[src/rtl/i2c_txn_sequencer.sv]
// Register-style request sequencer driving a byte-level I2C master: formats command words,
// splits reads into address-write + read phases, collects read bytes and returns a status.
// Optional build macro I2C_TXN_SEQ_RETRY_EN re-attempts address-NACKed transfers.
module i2c_txn_sequencer #(
  parameter int unsigned TIMEOUT_CYC = 200000
`ifdef I2C_TXN_SEQ_RETRY_EN
  , parameter int unsigned MAX_RETRY = 3
`endif
) (
  input  logic        clk,
  input  logic        rst_n,
  input  logic        req_valid,
  output logic        req_ready,
  input  logic        req_rw,
  input  logic [6:0]  req_dev,
  input  logic [7:0]  req_mem,
  input  logic [2:0]  req_len,
  input  logic [31:0] req_wdata,
  output logic        rsp_valid,
  input  logic        rsp_ready,
  output logic [1:0]  rsp_err,
  output logic [31:0] rsp_rdata,
  output logic [6:0]  m_addr,
  output logic        m_rw,
  output logic [39:0] m_data_w,
  output logic        m_start,
  output logic [3:0]  m_n_byte,
  input  logic [7:0]  m_data_out,
  input  logic        m_valid_out,
  input  logic        m_busy,
  input  logic        m_erro_addr
);

  localparam int unsigned CNT_W = $clog2(TIMEOUT_CYC + 1);
`ifdef I2C_TXN_SEQ_RETRY_EN
  localparam int unsigned RTY_W = (MAX_RETRY > 0) ? $clog2(MAX_RETRY + 1) : 1;
`endif

  localparam logic [2:0] IDLE    = 3'd0;
  localparam logic [2:0] W_START = 3'd1;
  localparam logic [2:0] W_WAIT  = 3'd2;
  localparam logic [2:0] R_START = 3'd3;
  localparam logic [2:0] R_WAIT  = 3'd4;
  localparam logic [2:0] RESP    = 3'd5;

  localparam logic [1:0] ERR_OK   = 2'b00;
  localparam logic [1:0] ERR_NACK = 2'b01;
  localparam logic [1:0] ERR_TMO  = 2'b10;
  localparam logic [1:0] ERR_LEN  = 2'b11;

  logic [2:0]       state_q, state_d;
  logic             rw_q, rw_d;
  logic [6:0]       dev_q, dev_d;
  logic [7:0]       mem_q, mem_d;
  logic [2:0]       len_q, len_d;
  logic [31:0]      wdata_q, wdata_d;
  logic [1:0]       err_q, err_d;
  logic [31:0]      rdata_q, rdata_d;
  logic [2:0]       idx_q, idx_d;
  logic [CNT_W-1:0] cnt_q, cnt_d;
`ifdef I2C_TXN_SEQ_RETRY_EN
  logic [RTY_W-1:0] retry_q, retry_d;
`endif
  logic             req_ready_q, req_ready_d;
  logic             rsp_valid_q, rsp_valid_d;
  logic [6:0]       m_addr_q, m_addr_d;
  logic             m_rw_q, m_rw_d;
  logic [39:0]      m_data_w_q, m_data_w_d;
  logic             m_start_q, m_start_d;
  logic [3:0]       m_n_byte_q, m_n_byte_d;

  logic             load_w, load_r, tmo;
  logic [1:0]       err_now;

  // State register and all registered outputs
  always_ff @(posedge clk or negedge rst_n) begin
    if (!rst_n) begin
      state_q     <= IDLE;
      rw_q        <= 1'b0;
      dev_q       <= '0;
      mem_q       <= '0;
      len_q       <= '0;
      wdata_q     <= '0;
      err_q       <= ERR_OK;
      rdata_q     <= '0;
      idx_q       <= '0;
      cnt_q       <= '0;
`ifdef I2C_TXN_SEQ_RETRY_EN
      retry_q     <= '0;
`endif
      req_ready_q <= 1'b0;
      rsp_valid_q <= 1'b0;
      m_addr_q    <= '0;
      m_rw_q      <= 1'b0;
      m_data_w_q  <= '0;
      m_start_q   <= 1'b0;
      m_n_byte_q  <= '0;
    end else begin
      state_q     <= state_d;
      rw_q        <= rw_d;
      dev_q       <= dev_d;
      mem_q       <= mem_d;
      len_q       <= len_d;
      wdata_q     <= wdata_d;
      err_q       <= err_d;
      rdata_q     <= rdata_d;
      idx_q       <= idx_d;
      cnt_q       <= cnt_d;
`ifdef I2C_TXN_SEQ_RETRY_EN
      retry_q     <= retry_d;
`endif
      req_ready_q <= req_ready_d;
      rsp_valid_q <= rsp_valid_d;
      m_addr_q    <= m_addr_d;
      m_rw_q      <= m_rw_d;
      m_data_w_q  <= m_data_w_d;
      m_start_q   <= m_start_d;
      m_n_byte_q  <= m_n_byte_d;
    end
  end

  // Next-state, datapath and command-word logic
  always_comb begin
    state_d = state_q;
    rw_d    = rw_q;
    dev_d   = dev_q;
    mem_d   = mem_q;
    len_d   = len_q;
    wdata_d = wdata_q;
    err_d   = err_q;
    rdata_d = rdata_q;
    idx_d   = idx_q;
`ifdef I2C_TXN_SEQ_RETRY_EN
    retry_d = retry_q;
`endif
    load_w  = 1'b0;
    load_r  = 1'b0;
    tmo     = (cnt_q == CNT_W'(TIMEOUT_CYC - 1));
    err_now = m_erro_addr ? ERR_NACK : err_q;

    // Read bytes land in order; surplus strobes beyond len are dropped
    if ((state_q == R_START || state_q == R_WAIT) && m_valid_out && (idx_q < len_q)) begin
      rdata_d[{idx_q[1:0], 3'b000} +: 8] = m_data_out;
      idx_d = idx_q + 3'd1;
    end

    case (state_q)
      IDLE: begin
        if (req_valid && req_ready_q) begin
          rw_d    = req_rw;
          dev_d   = req_dev;
          mem_d   = req_mem;
          len_d   = req_len;
          wdata_d = req_wdata;
          err_d   = ERR_OK;
          rdata_d = '0;
          idx_d   = '0;
`ifdef I2C_TXN_SEQ_RETRY_EN
          retry_d = '0;
`endif
          if (req_len == 3'd0 || req_len > 3'd4) begin
            err_d   = ERR_LEN;
            state_d = RESP;
          end else begin
            state_d = W_START;
            load_w  = 1'b1;
          end
        end
      end
      W_START, R_START: begin
        if (tmo) begin
          err_d   = ERR_TMO;
          state_d = RESP;
        end else if (m_busy) begin
          state_d = (state_q == W_START) ? W_WAIT : R_WAIT;
        end
      end
      W_WAIT, R_WAIT: begin
        err_d = err_now;
        // A busy fall beats a coincident timeout
        if (!m_busy) begin
          if (err_now != ERR_OK) begin
`ifdef I2C_TXN_SEQ_RETRY_EN
            if (err_now == ERR_NACK && retry_q < RTY_W'(MAX_RETRY)) begin
              retry_d = retry_q + RTY_W'(1);
              err_d   = ERR_OK;
              idx_d   = '0;
              state_d = W_START;
              load_w  = 1'b1;
            end else begin
              state_d = RESP;
            end
`else
            state_d = RESP;
`endif
          end else if (state_q == W_WAIT && rw_q) begin
            state_d = R_START;
            load_r  = 1'b1;
          end else begin
            state_d = RESP;
          end
        end else if (tmo) begin
          err_d   = ERR_TMO;
          state_d = RESP;
        end
      end
      RESP: begin
        if (rsp_ready) state_d = IDLE;
      end
      default: state_d = IDLE;
    endcase

    m_addr_d   = m_addr_q;
    m_rw_d     = m_rw_q;
    m_data_w_d = m_data_w_q;
    m_n_byte_d = m_n_byte_q;
    if (load_w) begin
      m_addr_d   = dev_d;
      m_rw_d     = 1'b0;
      m_data_w_d = rw_d ? {mem_d, 32'h0}
                        : {mem_d, wdata_d[7:0], wdata_d[15:8], wdata_d[23:16], wdata_d[31:24]};
      m_n_byte_d = rw_d ? 4'd0 : {1'b0, len_d};
    end else if (load_r) begin
      m_addr_d   = dev_q;
      m_rw_d     = 1'b1;
      m_data_w_d = '0;
      m_n_byte_d = {1'b0, len_q};
    end

    // Timeout counter spans START plus WAIT of one master transaction
    if (state_d == W_WAIT || state_d == R_WAIT ||
        (state_d == state_q && (state_q == W_START || state_q == R_START))) begin
      cnt_d = cnt_q + CNT_W'(1);
    end else begin
      cnt_d = '0;
    end

    req_ready_d = (state_d == IDLE) && !m_busy;
    rsp_valid_d = (state_d == RESP);
    m_start_d   = (state_d == W_START) || (state_d == R_START);
  end

  assign req_ready = req_ready_q;
  assign rsp_valid = rsp_valid_q;
  assign rsp_err   = err_q;
  assign rsp_rdata = rdata_q;
  assign m_addr    = m_addr_q;
  assign m_rw      = m_rw_q;
  assign m_data_w  = m_data_w_q;
  assign m_start   = m_start_q;
  assign m_n_byte  = m_n_byte_q;

endmodule

[config.mk]
export PLATFORM = sky130hd
export DESIGN_NAME = i2c_txn_sequencer
export DESIGN_NICKNAME = d
export VERILOG_FILES = /design/src/rtl/i2c_txn_sequencer.sv
export SDC_FILE = /design/constraint.sdc
export NUM_CORES = 1
export LEC_CHECK = 0
export CAP_MARGIN = 20
export CORE_MARGIN = 1
export CORE_UTILIZATION = 51
export CTS_BUF_LIST = sky130_fd_sc_hd__clkbuf_2 sky130_fd_sc_hd__clkbuf_4 sky130_fd_sc_hd__clkbuf_8
export DETAILED_ROUTE_END_ITERATION = 10
export PLACE_DENSITY = 0.92
export SETUP_SLACK_MARGIN = 0.4
export SLEW_MARGIN = 20
export SYNTH_ARGS = -nofsm -noshare
export SYNTH_HDL_FRONTEND = slang
export SYNTH_SLANG_ARGS = --single-unit
[constraint.sdc]
create_clock -name clk -period 2.9 [get_ports clk]
set_clock_uncertainty 0.05 [all_clocks]
set_input_delay 0.58 -clock clk [delete_from_list [all_inputs] [get_ports clk]]
set_output_delay 0.58 -clock clk [all_outputs]
set_load 0.03 [all_outputs]
==> impl_metrics.toml, run 1 <==
[power]
irDropWorstVdd_v = 0.000507
power.density_nw_per_um2 = 976
leakagePower_uw = 0.00378

[finish]
num_antenna_cells = 0
finalNonFillerCells = 933
finish.instance_area_sq_um = 8470
syn2layout_area_growth_pct = 34.4
fillers = 835
fin_nets = 850
drive_gt1_share_pct = 9.92
seq_area_sq_um = 3600
multi_input_area_sq_um = 2530

[clocking]
cts-htree-levels = 4
cts_tree = "done"
cts-root-buf = "clkbuf_8"
clk_pin_slew_ns = 0.08
numCtsBuffers = 17
clock_latency_ns = 0.45
cts.sinks = 144
cts.path.max_buffers = 2

[global_route]
antenna_found_initial = 0
grt_pass1_wl_mm = 26.4
overflow = 0
grt_pass1_vias = 5253
grt-busiest-layer = "met2"
grt.total_usage_pct = 26.6
grtUsageMet2_pct = 43.7
grt_start_max_net_pins = 83
use_met1_pct = 34.3
use_met3_pct = 7.66

[timing]
slew_violations = 0
fmaxAchievable_mhz = 433
setup_tns_ns = 0
rsz0062_at_grt = "false"
period_minus_slack_ns = 2.31
max_slew_margin_pct = 39.8
holdWs_ns = 0.424
setup_viol = 0
hold_viol_final = 0
tightest_slew_ns = 0.901
finalCritPeriodShare_pct = 79.7

[min_path]
min-delay-start = "m_addr[0]"
hp-class = "reg2reg"

[worst_setup_path]
endpoint_kind = "flip-flop"
r2r_start = "state_q[0]"
arrival_ns = 2.65
path_class = "reg2reg"
cpPeakStageDelay_ns = 0.61
cp.required_ns = 3.24
cp_slowest_cell = "dfrtp_1"
startpoint = "state_q[0]"
cp_max_fo = 32
start_kind = "flip-flop"
worstPathCellList = "nor3_2, nand3_4, nor3_4, buf_4, a22o_1"

[yosys]
synth.yosys.seq_area_share_pct = 57.2
synth_flop_cell = "dfrtp_1"
syn_nets = 692
synthTopCellsByCount = "nand2_1 (151), dfrtp_1 (144), nand3_1 (42), a21oi_1 (39), a22o_1 (39)"
post-synth-top-count-cell = "nand2_1"
yosysTopAreaCell = "dfrtp_1"
postSynthAreaPerCell_sq_um = 10.2
yosysUniqueCellTypes = 59
syn_inst = 617
yosys.area.top_type_share_pct = 57.2
ys.warnings.count = 0
syn_area_sq_um = 6300
async_reset_ff_share_pct = 100
synth_area_leaders = "dfrtp_1 (57%), nand2_1 (9.0%), a22o_1 (5.4%)"
synth_seq_cells = 144
synth_edf_count = 0

[routing]
wl_mm = 16.6
drt_pass1_iterations = 5
drc_errors = 0
routed_via_density = 5.77
vias = 5382
postRouteAntennaNets = 0
drtIter0Drc = 555
wl_per_cell_um = 17.8

[job]
maxCapViolations = 0

[floorplanning]
design.die.area_sq_um = 12800
die_h_um = 113
coreArea_sq_um = 12000
initial_core_util_pct = 52.5
die_w_um = 113
io_pins = 155
rows = 40

[place]
place_inst = 901
globalplace.congestion = 0.880
place_area_sq_um = 8020
portBuffers = 153
place.detailed.hpwl_mm = 11.5

[outcome]
outcome = "complete, no violations"
-- power breakdown --
group	switching (uW)	internal [uW]	total, uW
Combinational	2070	1440	3510
Sequential	451	2650	3100
Clock	741	920	1660
-- cell usage in the layout, fill, tap and decap left out, types with 4 or more instances in the layout --
master / Yosys / layout
ha_1: 9 / 9
clkbuf_8: 1 / 20
clkdlybuf4s50_1: 0 / 152
nor2_1: 28 / 27
a22o_1: 39 / 39
o211a_2: 4 / 4
nand3_1: 42 / 42
a21o_1: 8 / 8
nand4_1: 5 / 5
dfrtp_1: 144 / 144
o21ai_0: 15 / 15
nor3_1: 4 / 4
buf_4: 1 / 13
xnor2_1: 7 / 7
a21oi_1: 39 / 39
xor2_1: 14 / 14
inv_1: 9 / 9
nand2b_1: 4 / 4
nand2_1: 151 / 151
o211ai_1: 6 / 6
nor2_2: 10 / 11
-- state kept, by name, indices dropped and copies added (netlist names) --
name and cells:
dev_q 7, cnt_q 18, m_rw 1, m_addr 7, m_data_w 40, req_ready 1, state_q 3, rsp_rdata 32
wdata_q 21, rw_q 1, m_n_byte 3, rsp_err 2, rsp_valid 1, len_q 3, m_start 1, idx_q 3
-- final cells by class --
| type | instances | share of cell area [%] |
|---|---|---|
| clock buffers | 21 | 3.34 |
| clock inverters | 9 | 1.57 |
| inverters | 10 | 0.443 |
| multi-input cells | 432 | 29.9 |
| flip-flops and latches | 144 | 42.5 |
| well taps | 147 | 2.17 |
| repair buffers | 170 | 20.1 |
-- kinds of logic (layout without fill, tap and decap cells) --
| logic type | Yosys count | count (layout) | synth area share, % |
|---|---|---|---|
| simple gates | 265 | 265 | 19.2 |
| flops | 144 | 144 | 57.2 |
| compound gates | 134 | 134 | 15.6 |
| buf+inv | 41 | 210 | 2.92 |
| xor+xnor | 21 | 21 | 2.92 |
| fa+ha+maj | 9 | 9 | 1.79 |
| mux | 2 | 2 | 0.337 |
| other cells | 1 | 1 | 0.0595 |
-- worst max-delay path: cells and delay by family (launching register included) --
| family | cells | cell delay, ns |
|---|---|---|
| AOI/OAI and AO/OA | 1 | 0.21 |
| buffers and inverters | 1 | 0.39 |
| and+or+nand+nor | 3 | 0.97 |
| DFF | 1 | 0.61 |
-- through the flow --
stage,power (uW),setup WS (ns),util (%)
final,8270,0.589,70.6
after global routing,8670,0.413,70.6
after CTS,8210,0.469,70.3
after detailed placement,6540,0.317,66.8
after global placement,6380,0.378,66.8
after floorplan,5180,0.845,-
-- timing repair --
item,in CTS,in global routing
hold buffers,1,0
endpoints found under the setup margin,0,38
buffers inserted,0,1
endpoints found under the hold margin,14,0
resized for setup,0,1
-- routing by layer --
layer | wire length (um) | vias up
met2 | 8090 | 241
met5 | 0 | -
met4 | 395 | 0
li1 | - | 2442
met1 | 6940 | 2659
met3 | 1170 | 40
-- worst paths after layout --
path / to / slack (ns) / cells past startpoint
max: m_data_w[27] / 0.59 / 5
min: m_addr[0] / 0.42 / 1
max reg2reg: m_data_w[27] / 0.59 / 5
min reg2reg: m_addr[0] / 0.42 / 1
max in group asynchronous: m_data_w[34] / 1.51 / 3
min in group asynchronous: m_data_w[16] / 0.45 / 2
Note: power is estimated with default switching activity, not from simulation.
==> run 2, diff against run 1 <==
==> constraint.sdc (replaced) <==
create_clock -name clk -period 2.3 [get_ports clk]
set_clock_uncertainty 0.05 [all_clocks]
set_input_delay 0.46 -clock clk [delete_from_list [all_inputs] [get_ports clk]]
set_output_delay 0.46 -clock clk [all_outputs]
set_load 0.03 [all_outputs]
==> run 2 against run 1 <==
- register-to-register slack lost 0.37 ns
- clock-buffer cell count is 2 lower
- first-iteration DRC count down 15%
- sequential power increased by 25%
- critical path depth increased by 1
- clock power grew 33%
- core utilization up 5.7 points
- cell count increased by 5.9%
- highest routed layer unchanged
==> impl_metrics.toml, run 2 (synthesis results as in run 1) <==
[outcome]
outcome = "complete, no violations"

[worst_setup_path]
cp_slowest_cell = "or4b_4"
cp_max_fo = 5
worst-path-buf-inv = 1
path_class = "reg2reg"
r2r_start = "cnt_q[14]"
worstPathCellList = "or4b_4, nor3_4, buf_6, a22oi_2, o31ai_4, o21a_1"
arrival_ns = 2.42
startpoint = "cnt_q[14]"
cpPeakStageDelay_ns = 0.55
start_kind = "flip-flop"
cp.required_ns = 2.64
cpLargestDelayFamily = "simple AND/OR/NAND/NOR gates"
endpoint_kind = "flip-flop"

[clocking]
numCtsBuffers = 17
cts.path.max_buffers = 2
cts_tree = "done"
cts.sinks = 144
clock_latency_ns = 0.46
clk_pin_slew_ns = 0.08
cts-htree-levels = 4
cts-root-buf = "clkbuf_8"

[power]
total_power_uw = 10800
power.share.switching_pct = 40.9
p_switching_uw = 4430
pwr-share-seq_pct = 35.8
power.density_nw_per_um2 = 1180
clkPwrFrac_pct = 20.4
p_int_uw = 6400
combPwrFrac_pct = 43.9
irDropWorstVdd_v = 0.000588
leakagePower_uw = 0.00453

[finish]
drive_gt1_share_pct = 20.8
utilization_pct = 76.3
num_antenna_cells = 0
multi_input_area_sq_um = 2720
syn2layout_area_growth_pct = 45.3
layout_common_cells = "nand2_1 (138), dfrtp_1 (138), dlygate4sd2_1 (88), clkdlybuf4s50_1 (62), buf_4 (46)"
seq_area_sq_um = 3610
finalNonFillerCells = 988
largest_reg_flops = 40
fillers = 759
fin_nets = 903

[floorplanning]
die_w_um = 113
design.die.area_sq_um = 12800
die_h_um = 113
initial_core_util_pct = 52.5
rows = 40
coreArea_sq_um = 12000
io_pins = 155

[routing]
drc_errors = 0
drtIter0Drc = 473
drt_pass1_iterations = 6
vias = 5770
postRouteAntennaNets = 0
routed_via_density = 5.84
wl_mm = 19.0
wl_per_cell_um = 19.2

[timing]
rsz0062_at_grt = "true"
tightest_slew_ns = 0.551
finalCritPeriodShare_pct = 90.4
max_slew_margin_pct = 63.0
hold_viol_final = 0
setup_viol = 0
setup_slack_ns = 0.221
period_minus_slack_ns = 2.08
slew_violations = 0
fmaxAchievable_mhz = 481
holdWs_ns = 0.326

[place]
place.detailed.hpwl_mm = 11.6
dp_slack_ns = -0.217
portBuffers = 153
place_inst = 918
globalplace.congestion = 0.839

[min_path]
hp-class = "in2reg"
min-delay-start = "req_len[0]"

[job]
maxCapViolations = 0

[global_route]
grt_start_max_net_pins = 82
grt_pass1_vias = 5678
antenna_found_initial = 0
overflow = 0
grt.total_usage_pct = 28.6
grt_pass1_wl_mm = 28.3
## run 2: final timing paths
kind / endpoint / slack [ns] / depth (start not counted)
max in group asynchronous: cnt_q[6] / 1.08 / 3
min in group asynchronous: wdata_q[15] / 0.39 / 2
worst max register to register: rsp_valid / 0.22 / 6
worst min-delay path: len_q[0] / 0.33 / 3
worst max-delay path: rsp_valid / 0.22 / 6
worst min register to register: m_addr[6] / 0.43 / 1
## run 2: power by group through the flow
| stage | logic, uW | clock network, uW | registers [uW] |
|---|---|---|---|
| after floorplan | 1800 | 0 | 4740 |
| after global placement | 4310 | 0 | 3850 |
| after detailed placement | 4480 | 0 | 3900 |
| after CTS | 4470 | 2230 | 3840 |
| after global routing | 5040 | 2340 | 3950 |
| final | 4750 | 2200 | 3870 |
## run 2: worst reg2reg max path, cell delays in order, from the launching register on
cell and delay (ns):
dfrtp_1 0.40, or4b_4 0.55, nor3_4 0.23, buf_6 0.15
a22oi_2 0.10, o31ai_4 0.37, o21a_1 0.18
## run 2: area by class of cell
class,instances,area share [%]
Clock buffer,19,2.79
Clock inverter,13,2.01
Inverter,10,0.451
Multi-Input combinational cell,432,29.7
Sequential cell,144,39.4
Tap cell,147,2.01
Timing Repair Buffer,223,23.6
## run 2: layer usage
| layer | vias up | wire, um | track usage [%] |
|---|---|---|---|
| met5 | - | 0 | 0 |
| met4 | 0 | 483 | 11.8 |
| met3 | 47 | 1540 | 7.87 |
| met2 | 324 | 9560 | 49.1 |
| met1 | 2848 | 7400 | 34.1 |
| li1 | 2551 | - | - |
## run 2: metrics by stage
stage | TNS [ns] | area [sq um]
2_1_floorplan | 0 | 6320
3_3_place_gp | -12.46 | 8190
3_5_place_dp | -4.94 | 8200
4_1_cts | 0 | 8850
5_1_grt | 0 | 9160
6_report | 0 | 9160
## run 2: timing repair
| action | in CTS | in global routing |
|---|---|---|
| hold buffers | 1 | 0 |
| setup endpoints to repair | 188 | 93 |
| gates resized for setup | 111 | 48 |
| gates cloned | 1 | 4 |
| hold endpoints to repair | 29 | 0 |
| pin swaps | 14 | 25 |
| buffers inserted | 24 | 8 |
==> run 3, diff against run 2 <==
--- a/config.mk
+++ b/config.mk
@@ -6,7 +6,6 @@
 export NUM_CORES = 1
 export LEC_CHECK = 0
 export CAP_MARGIN = 20
-export CORE_MARGIN = 1
 export CORE_UTILIZATION = 51
 export CTS_BUF_LIST = sky130_fd_sc_hd__clkbuf_2 sky130_fd_sc_hd__clkbuf_4 sky130_fd_sc_hd__clkbuf_8
 export DETAILED_ROUTE_END_ITERATION = 10
==> results of run 3 <==
Final layout, timing and power as in run 2 (identical DEF).
